`src/rtl/stopwatch_pkg.sv`:
```
`default_nettype none
// ============================================================================
//  Module      : stopwatch_pkg
//  Description : Shared types and constants for the stopwatch core: state
//                encoding, seconds limit and the minute-width helper.
//  Revision    : 1.0 - initial release
// ============================================================================
package stopwatch_pkg;

    // Operating modes of the core
    typedef enum logic [1:0] {
        ST_IDLE    = 2'd0,
        ST_RUN     = 2'd1,
        ST_ADJ     = 2'd2,
        ST_EXPIRED = 2'd3
    } sw_state_e;

    // Highest seconds value shown on the display
    localparam logic [5:0] SEC_MAX = 6'd59;

    // Bits needed to hold 0..max_min (never narrower than one bit)
    function automatic int min_width(input int max_min);
        return (max_min < 1) ? 1 : $clog2(max_min + 1);
    endfunction

endpackage
`default_nettype wire

```
`src/rtl/stopwatch_core_tick_gen.sv`:
```
`default_nettype none
// ============================================================================
//  Module      : tick_gen
//  Description : Prescaler for the stopwatch core. Produces the one-second
//                tick, the adjust-step strobe and the adjust blink phase as
//                clock enables within the single clk domain.
//  Revision    : 1.0 - initial release
// ============================================================================
module tick_gen #(
    parameter int TICK_DIV     = 100000000,
    parameter int ADJ_RATE_DIV = 2
) (
    input  logic clk,
    input  logic rst_n,
    input  logic clr,        // state change: restart the period from zero
    input  logic en,         // count enable (RUN and ADJ)
    input  logic blink_en,   // blink phase active (ADJ only)
    output logic sec_tick,
    output logic adj_step,
    output logic blink
);

    localparam int              CNT_W    = (TICK_DIV > 2) ? $clog2(TICK_DIV) : 1;
    localparam logic [CNT_W-1:0] CNT_LAST = CNT_W'(TICK_DIV - 1);
    localparam logic [CNT_W-1:0] CNT_HALF = CNT_W'(TICK_DIV / 2 - 1);
    localparam logic [31:0]      STEP_LEN = 32'(TICK_DIV / ADJ_RATE_DIV);

    logic [CNT_W-1:0] cnt_q, cnt_d;
    logic             blink_q, blink_d;
    logic [31:0]      cnt_ext;

    assign cnt_ext  = {{(32 - CNT_W){1'b0}}, cnt_q};
    assign sec_tick = en && (cnt_q == CNT_LAST);
    assign adj_step = en && ((cnt_ext % STEP_LEN) == (STEP_LEN - 32'd1));
    assign blink    = blink_q;

    // Next prescaler count and blink phase; a clear wins over counting
    always_comb begin
        cnt_d   = cnt_q;
        blink_d = blink_q;
        if (clr) begin
            cnt_d   = '0;
            blink_d = 1'b0;
        end else if (en) begin
            cnt_d = (cnt_q == CNT_LAST) ? '0 : cnt_q + 1'b1;
            if (!blink_en) begin
                blink_d = 1'b0;
            end else if ((cnt_q == CNT_HALF) || (cnt_q == CNT_LAST)) begin
                blink_d = ~blink_q;
            end
        end else begin
            blink_d = 1'b0;
        end
    end

    // Prescaler and blink registers
    always_ff @(posedge clk or negedge rst_n) begin
        if (!rst_n) begin
            cnt_q   <= '0;
            blink_q <= 1'b0;
        end else begin
            cnt_q   <= cnt_d;
            blink_q <= blink_d;
        end
    end

endmodule
`default_nettype wire

```
`src/rtl/stopwatch_core.sv`:
```
`default_nettype none
// ============================================================================
//  Module      : stopwatch_core
//  Description : Stopwatch / countdown timekeeping core. Holds the mode FSM
//                and the minute/second registers; timing comes from tick_gen.
//                Optional lap capture is built when the macro LAP_EN is
//                defined (adds lap_p, lap_min, lap_sec, lap_valid).
//  Revision    : 1.0 - initial release
// ============================================================================
module stopwatch_core
    import stopwatch_pkg::*;
#(
    parameter  int TICK_DIV     = 100000000,
    parameter  int MAX_MIN      = 59,
    parameter  int ADJ_RATE_DIV = 2,
    localparam int MIN_W        = min_width(MAX_MIN)
) (
    input  logic             clk,
    input  logic             rst_n,
    input  logic             sel,
    input  logic             adj,
    input  logic             pause_p,
    input  logic             dir,
    output logic [MIN_W-1:0] minutes,
    output logic [5:0]       seconds,
    output logic             running,
    output logic             expired,
    output logic             blink
`ifdef LAP_EN
    ,
    input  logic             lap_p,
    output logic [MIN_W-1:0] lap_min,
    output logic [5:0]       lap_sec,
    output logic             lap_valid
`endif
);

    localparam logic [MIN_W-1:0] MIN_TOP = MIN_W'(MAX_MIN);

    sw_state_e        state_q, state_d;
    logic [MIN_W-1:0] min_q, min_d;
    logic [5:0]       sec_q, sec_d;
    logic             sec_tick;
    logic             adj_step;
    logic             tick_clr;
    logic             tick_en;
    logic             blink_en;

    // Any state change restarts the prescaler so the first tick is a full period away
    assign tick_clr = (state_d != state_q);
    assign tick_en  = (state_q == ST_RUN) || (state_q == ST_ADJ);
    assign blink_en = (state_q == ST_ADJ);

    tick_gen #(
        .TICK_DIV     (TICK_DIV),
        .ADJ_RATE_DIV (ADJ_RATE_DIV)
    ) u_tick_gen (
        .clk      (clk),
        .rst_n    (rst_n),
        .clr      (tick_clr),
        .en       (tick_en),
        .blink_en (blink_en),
        .sec_tick (sec_tick),
        .adj_step (adj_step),
        .blink    (blink)
    );

    // Mode transitions and time updates; adj overrides everything, pause wins over a tick
    always_comb begin
        state_d = state_q;
        min_d   = min_q;
        sec_d   = sec_q;
        if (adj) begin
            state_d = ST_ADJ;
            if ((state_q == ST_ADJ) && adj_step) begin
                if (sel) begin
                    sec_d = (sec_q == SEC_MAX) ? '0 : sec_q + 6'd1;
                end else begin
                    min_d = (min_q == MIN_TOP) ? '0 : min_q + 1'b1;
                end
            end
        end else begin
            case (state_q)
                ST_IDLE: begin
                    if (pause_p) state_d = ST_RUN;
                end
                ST_RUN: begin
                    if (pause_p) begin
                        state_d = ST_IDLE;
                    end else if (sec_tick) begin
                        if (!dir) begin
                            if (sec_q == SEC_MAX) begin
                                sec_d = '0;
                                min_d = (min_q == MIN_TOP) ? '0 : min_q + 1'b1;
                            end else begin
                                sec_d = sec_q + 6'd1;
                            end
                        end else begin
                            if ((sec_q == 6'd0) && (min_q == '0)) begin
                                // Started at 00:00 counting down: expire without underflow
                                state_d = ST_EXPIRED;
                            end else if (sec_q == 6'd0) begin
                                sec_d = SEC_MAX;
                                min_d = min_q - 1'b1;
                            end else begin
                                sec_d = sec_q - 6'd1;
                                if ((sec_q == 6'd1) && (min_q == '0)) state_d = ST_EXPIRED;
                            end
                        end
                    end
                end
                ST_ADJ: begin
                    state_d = ST_IDLE;
                end
                ST_EXPIRED: begin
                    if (pause_p) state_d = ST_IDLE;
                end
                default: begin
                    state_d = ST_IDLE;
                end
            endcase
        end
    end

    // State and time registers
    always_ff @(posedge clk or negedge rst_n) begin
        if (!rst_n) begin
            state_q <= ST_IDLE;
            min_q   <= '0;
            sec_q   <= '0;
        end else begin
            state_q <= state_d;
            min_q   <= min_d;
            sec_q   <= sec_d;
        end
    end

    assign minutes = min_q;
    assign seconds = sec_q;
    assign running = (state_q == ST_RUN);
    assign expired = (state_q == ST_EXPIRED);

`ifdef LAP_EN
    logic [MIN_W-1:0] lap_min_q, lap_min_d;
    logic [5:0]       lap_sec_q, lap_sec_d;
    logic             lap_valid_q, lap_valid_d;

    // Lap capture in RUN, lap clear in IDLE, ignored elsewhere
    always_comb begin
        lap_min_d   = lap_min_q;
        lap_sec_d   = lap_sec_q;
        lap_valid_d = lap_valid_q;
        if (lap_p) begin
            if (state_q == ST_RUN) begin
                lap_min_d   = min_q;
                lap_sec_d   = sec_q;
                lap_valid_d = 1'b1;
            end else if (state_q == ST_IDLE) begin
                lap_valid_d = 1'b0;
            end
        end
    end

    // Lap registers
    always_ff @(posedge clk or negedge rst_n) begin
        if (!rst_n) begin
            lap_min_q   <= '0;
            lap_sec_q   <= '0;
            lap_valid_q <= 1'b0;
        end else begin
            lap_min_q   <= lap_min_d;
            lap_sec_q   <= lap_sec_d;
            lap_valid_q <= lap_valid_d;
        end
    end

    assign lap_min   = lap_min_q;
    assign lap_sec   = lap_sec_q;
    assign lap_valid = lap_valid_q;
`endif

endmodule
`default_nettype wire

```
`config.mk`:
```
export PLATFORM = sky130hd
export DESIGN_NAME = stopwatch_core
export DESIGN_NICKNAME = d
export VERILOG_FILES = /design/src/rtl/stopwatch_pkg.sv /design/src/rtl/stopwatch_core_tick_gen.sv /design/src/rtl/stopwatch_core.sv
export SDC_FILE = /design/constraint.sdc
export NUM_CORES = 1
export LEC_CHECK = 0
export ABC_CLOCK_PERIOD_IN_PS = 4520
export CAP_MARGIN = 20
export CELL_PAD_IN_SITES_DETAIL_PLACEMENT = 0
export CELL_PAD_IN_SITES_GLOBAL_PLACEMENT = 1
export CORE_AREA = 5 5 111 102
export CTS_CLUSTER_SIZE = 10
export DETAILED_ROUTE_END_ITERATION = 8
export DIE_AREA = 0 0 116 107
export GPL_ROUTABILITY_DRIVEN = 1
export PLACE_DENSITY = 0.82
export SYNTH_ARGS = -nofsm -noshare
export SYNTH_HDL_FRONTEND = slang
export SYNTH_SLANG_ARGS = --single-unit
```
`constraint.sdc`:
```
create_clock -name clk -period 4.52 [get_ports clk]
set_clock_uncertainty 0.15 [all_clocks]
set_input_delay 0.904 -clock clk [delete_from_list [all_inputs] [get_ports clk]]
set_output_delay 0.904 -clock clk [all_outputs]
set_load 0.1 [all_outputs]
```
==> summary.md <==
| Metric | Value |
|---|---|
| Met2 WL post-DR | 6050 µm |
| H-tree Lvls | 2 |
| Unrepaired setup endpoints after global routing | false |
| CP required | 4.55 ns |
| TNS Setup | 0 ns |
| Number of synthesized flops with an enable pin | 0 |
| Avg Vias per Cell | 6.35 |
| Status | completed |
| Highest Signal Layer | met4 |
| Synthesized Nets | 613 |
| Avg Inst Size Synth | 7.59 µm² |
| Drt first-iter violations | 506 |
| Reg2Reg Depth | 14 |
| HP Start | u_tick_gen.cnt_q[2] |
| Sequential fraction of the synthesis area | 23.3% |
| Core ar. | 10100 µm² |
| Hpwl dp | 10200 µm |
| Grt total ovfl | 0 |
| Syn Inst Count | 595 |
| Final Non-Filler Cells | 747 |
| Cell area after synthesis | 4510 µm² |
| Tot GR Track Use | 22.7% |
| Place WS | 0.0967 ns |
| Ant. Diodes | 0 |
| Worst R2R Setup Slack | 0.21 ns |
| Post-synthesis cell type count | 94 |
| Period utilization | 95.4% |
| Port buffer count | 20 |
| Post-synth top flop | dfrtp_1 |
| Routed Wire Length | 13700 µm |
| Area growth, synth to finish | 14.4% |
| Global-route wire length before repair | 23000 µm |
| M1 wire length | 6570 µm |
| Worst-margin pin slew | 0.971 ns |
| Hold WC Path Type | flip-flop to flip-flop |
| Reg2reg start | u_tick_gen.cnt_q[0] |
| CTS Buf Count | 5 |
| Critical Path Source Type | flip-flop |
| WHS Path Cells | 1 |
| Cell area power density | 171 nW/µm² |
| WL/cell | 18.3 µm |
| Reg-to-reg endpoint | minutes[0] |
| Die boundary width | 116 µm |
| Clk root buf | clkbuf_16 |
| Final setup viols | 0 |
| Routed Antenna Nets | 0 |
| Hold Path End | u_tick_gen.cnt_q[2] |
| CP Capture Type | flip-flop |
| Die Height | 107 µm |
| Total vias in the final route | 4742 |
| Placed Cells incl. Taps | 736 |
| Max Transition Viols Final | 0 |
| # clock sinks | 42 |
| Gpl congestion | 1.02 |
| Fmax | 232 MHz |
| Worst Path Max Fanout | 10 |
| Fillers | 984 |
| Die ar. | 12400 µm² |
| Final Hold Fails | 0 |
| FFs w/ async S/R, synth | 100% |
| Vias in the first global route | 4452 |
| Crit path DAT | 4.34 ns |
| Crit path time final | 4.31 ns |
| Commonest non-fill, non-tap cells in the layout | nor2_1 (66), nand2_1 (52), o21ai_0 (50) |
| Static Leak | 1.97 nW |
| Syn. warnings | 0 |
| Met3 Wirelength | 835 µm |
| TritonCTS clock tree | done |
| Synth Register Bits | 42 |
| CTS max path bufs | 2 |
| Max-Cap Viols | 0 |
| Pre-antenna DRT Iters | 5 |
| Nets | 635 |
| Commonest non-fill, non-tap cell in the layout | nor2_1 |
| Slack of the critical path | 0.207 ns |
| Layout cells sized above 1 | 14.1% |
| Initial antenna violation count | 0 |
| CP Class | flip-flop to flip-flop |
| Std-Cell Rows | 35 |
| Worst skew pair latency | 0.30 ns |
| Maximum VDD drop | 0.000161 V |
| DRC viols | 0 |
| Worst-path clk slew | 0.06 ns |
| Slew headroom | 35.0% |
| Number of I/O pins | 21 |
| Starting Density | 44.8% |
| Largest net degree at the start of global routing | 43 |
| # hold bufs at CTS | 0 |
[synthesized netlist by cell type, drive strengths merged, types with 13 or more instances]
master	count	area [µm²]
nor2	67	254
nand2	52	195
o21ai	52	264
dfrtp	42	1050
a21oi	41	220
clkbuf	29	109
nand3	25	125
nor3	20	100
inv	19	71.3
buf	15	82.6
xnor2	15	131
o31ai	13	125
[worst max-delay path, cell delays in order, from the launching register on]
cell and delay (ns):
dfrtp_1 0.41, inv_1 0.07, ha_1 0.12, or4b_1 0.42
or4_4 0.46, o31ai_4 0.33, a21oi_2 0.16, a22oi_2 0.38
a31oi_4 0.21, a211o_1 0.27, a22o_1 0.22, and4bb_4 0.33
a21oi_4 0.09, nor2_1 0.20, mux2_2 0.35
[registers in the layout (all words and copies together) (netlist names)]
register,cells
u_tick_gen.cnt_q,27
seconds,6
state_q,2
u_tick_gen.blink,1
minutes,6
[what timing repair did]
item                                   CTS  global route
setup buffers                            0             2
endpoints found under the hold margin    0             0
setup endpoints to repair                0             8
gates resized for setup                  0             6
[cells by family after synthesis]
family,Yosys count,synth area share [%]
AOI/OAI and AO/OA,197,31.8
and+or+nand+nor,250,29.4
xor gates and xnor gates,22,4.27
muxes,8,1.94
DFF,42,23.3
buffers and inverters,63,5.82
adders and majority gates,13,3.58
[worst max-delay path by stage]
stage | from | end | slack, ns | depth (start not counted)
floorplan | u_tick_gen.cnt_q[0] | minutes[0] | 0.52 | 14
global placement | u_tick_gen.cnt_q[20] | minutes[0] | -0.02 | 12
detailed placement | u_tick_gen.cnt_q[20] | minutes[0] | 0.1 | 12
CTS | u_tick_gen.cnt_q[20] | minutes[0] | 0.07 | 12
global route | u_tick_gen.cnt_q[0] | minutes[0] | 0.009 | 14
finish | u_tick_gen.cnt_q[0] | minutes[0] | 0.21 | 14
[metrics by stage]
| step | power (mW) | utilization [%] | hold WS (ns) | instance area [µm²] |
|---|---|---|---|---|
| 6_report | 0.885 | 51.3 | 0.398 | 5160 |
| 5_1_grt | 0.931 | 51.3 | 0.429 | 5160 |
| 3_3_place_gp | 0.518 | 49.1 | 0.369 | 4950 |
| 3_5_place_dp | 0.519 | 49.1 | 0.394 | 4950 |
| 4_1_cts | 0.892 | 50.6 | 0.402 | 5090 |
| 2_1_floorplan | 0.475 | - | 0.329 | 4510 |
[area by class of cell]
cell class | instances | area (µm²) | share of cell area, %
multi-input cells | 490 | 3240 | 62.7
flip-flops and latches | 42 | 1050 | 20.3
repair buffers | 59 | 500 | 9.69
well taps | 129 | 161 | 3.13
clock buffers | 6 | 129 | 2.50
inverters | 19 | 71.3 | 1.38
clock inverters | 2 | 13.8 | 0.266
[layer usage]
layer / up-vias / track usage (%)
li1: 2260 / -
met1: 2285 / 33.7
met2: 176 / 34.6
met3: 21 / 3.10
met4: 0 / 5.63
met5: - / 0
[power by group]
part / internal (mW) / leakage [nW] / switching (mW) / total, mW
clock: 0.205 / 0.0708 / 0.164 / 0.370
combinational: 0.0452 / 1.33 / 0.0805 / 0.126
sequential: 0.381 / 0.572 / 0.00810 / 0.389
Note: power is estimated with default switching activity, not from simulation.
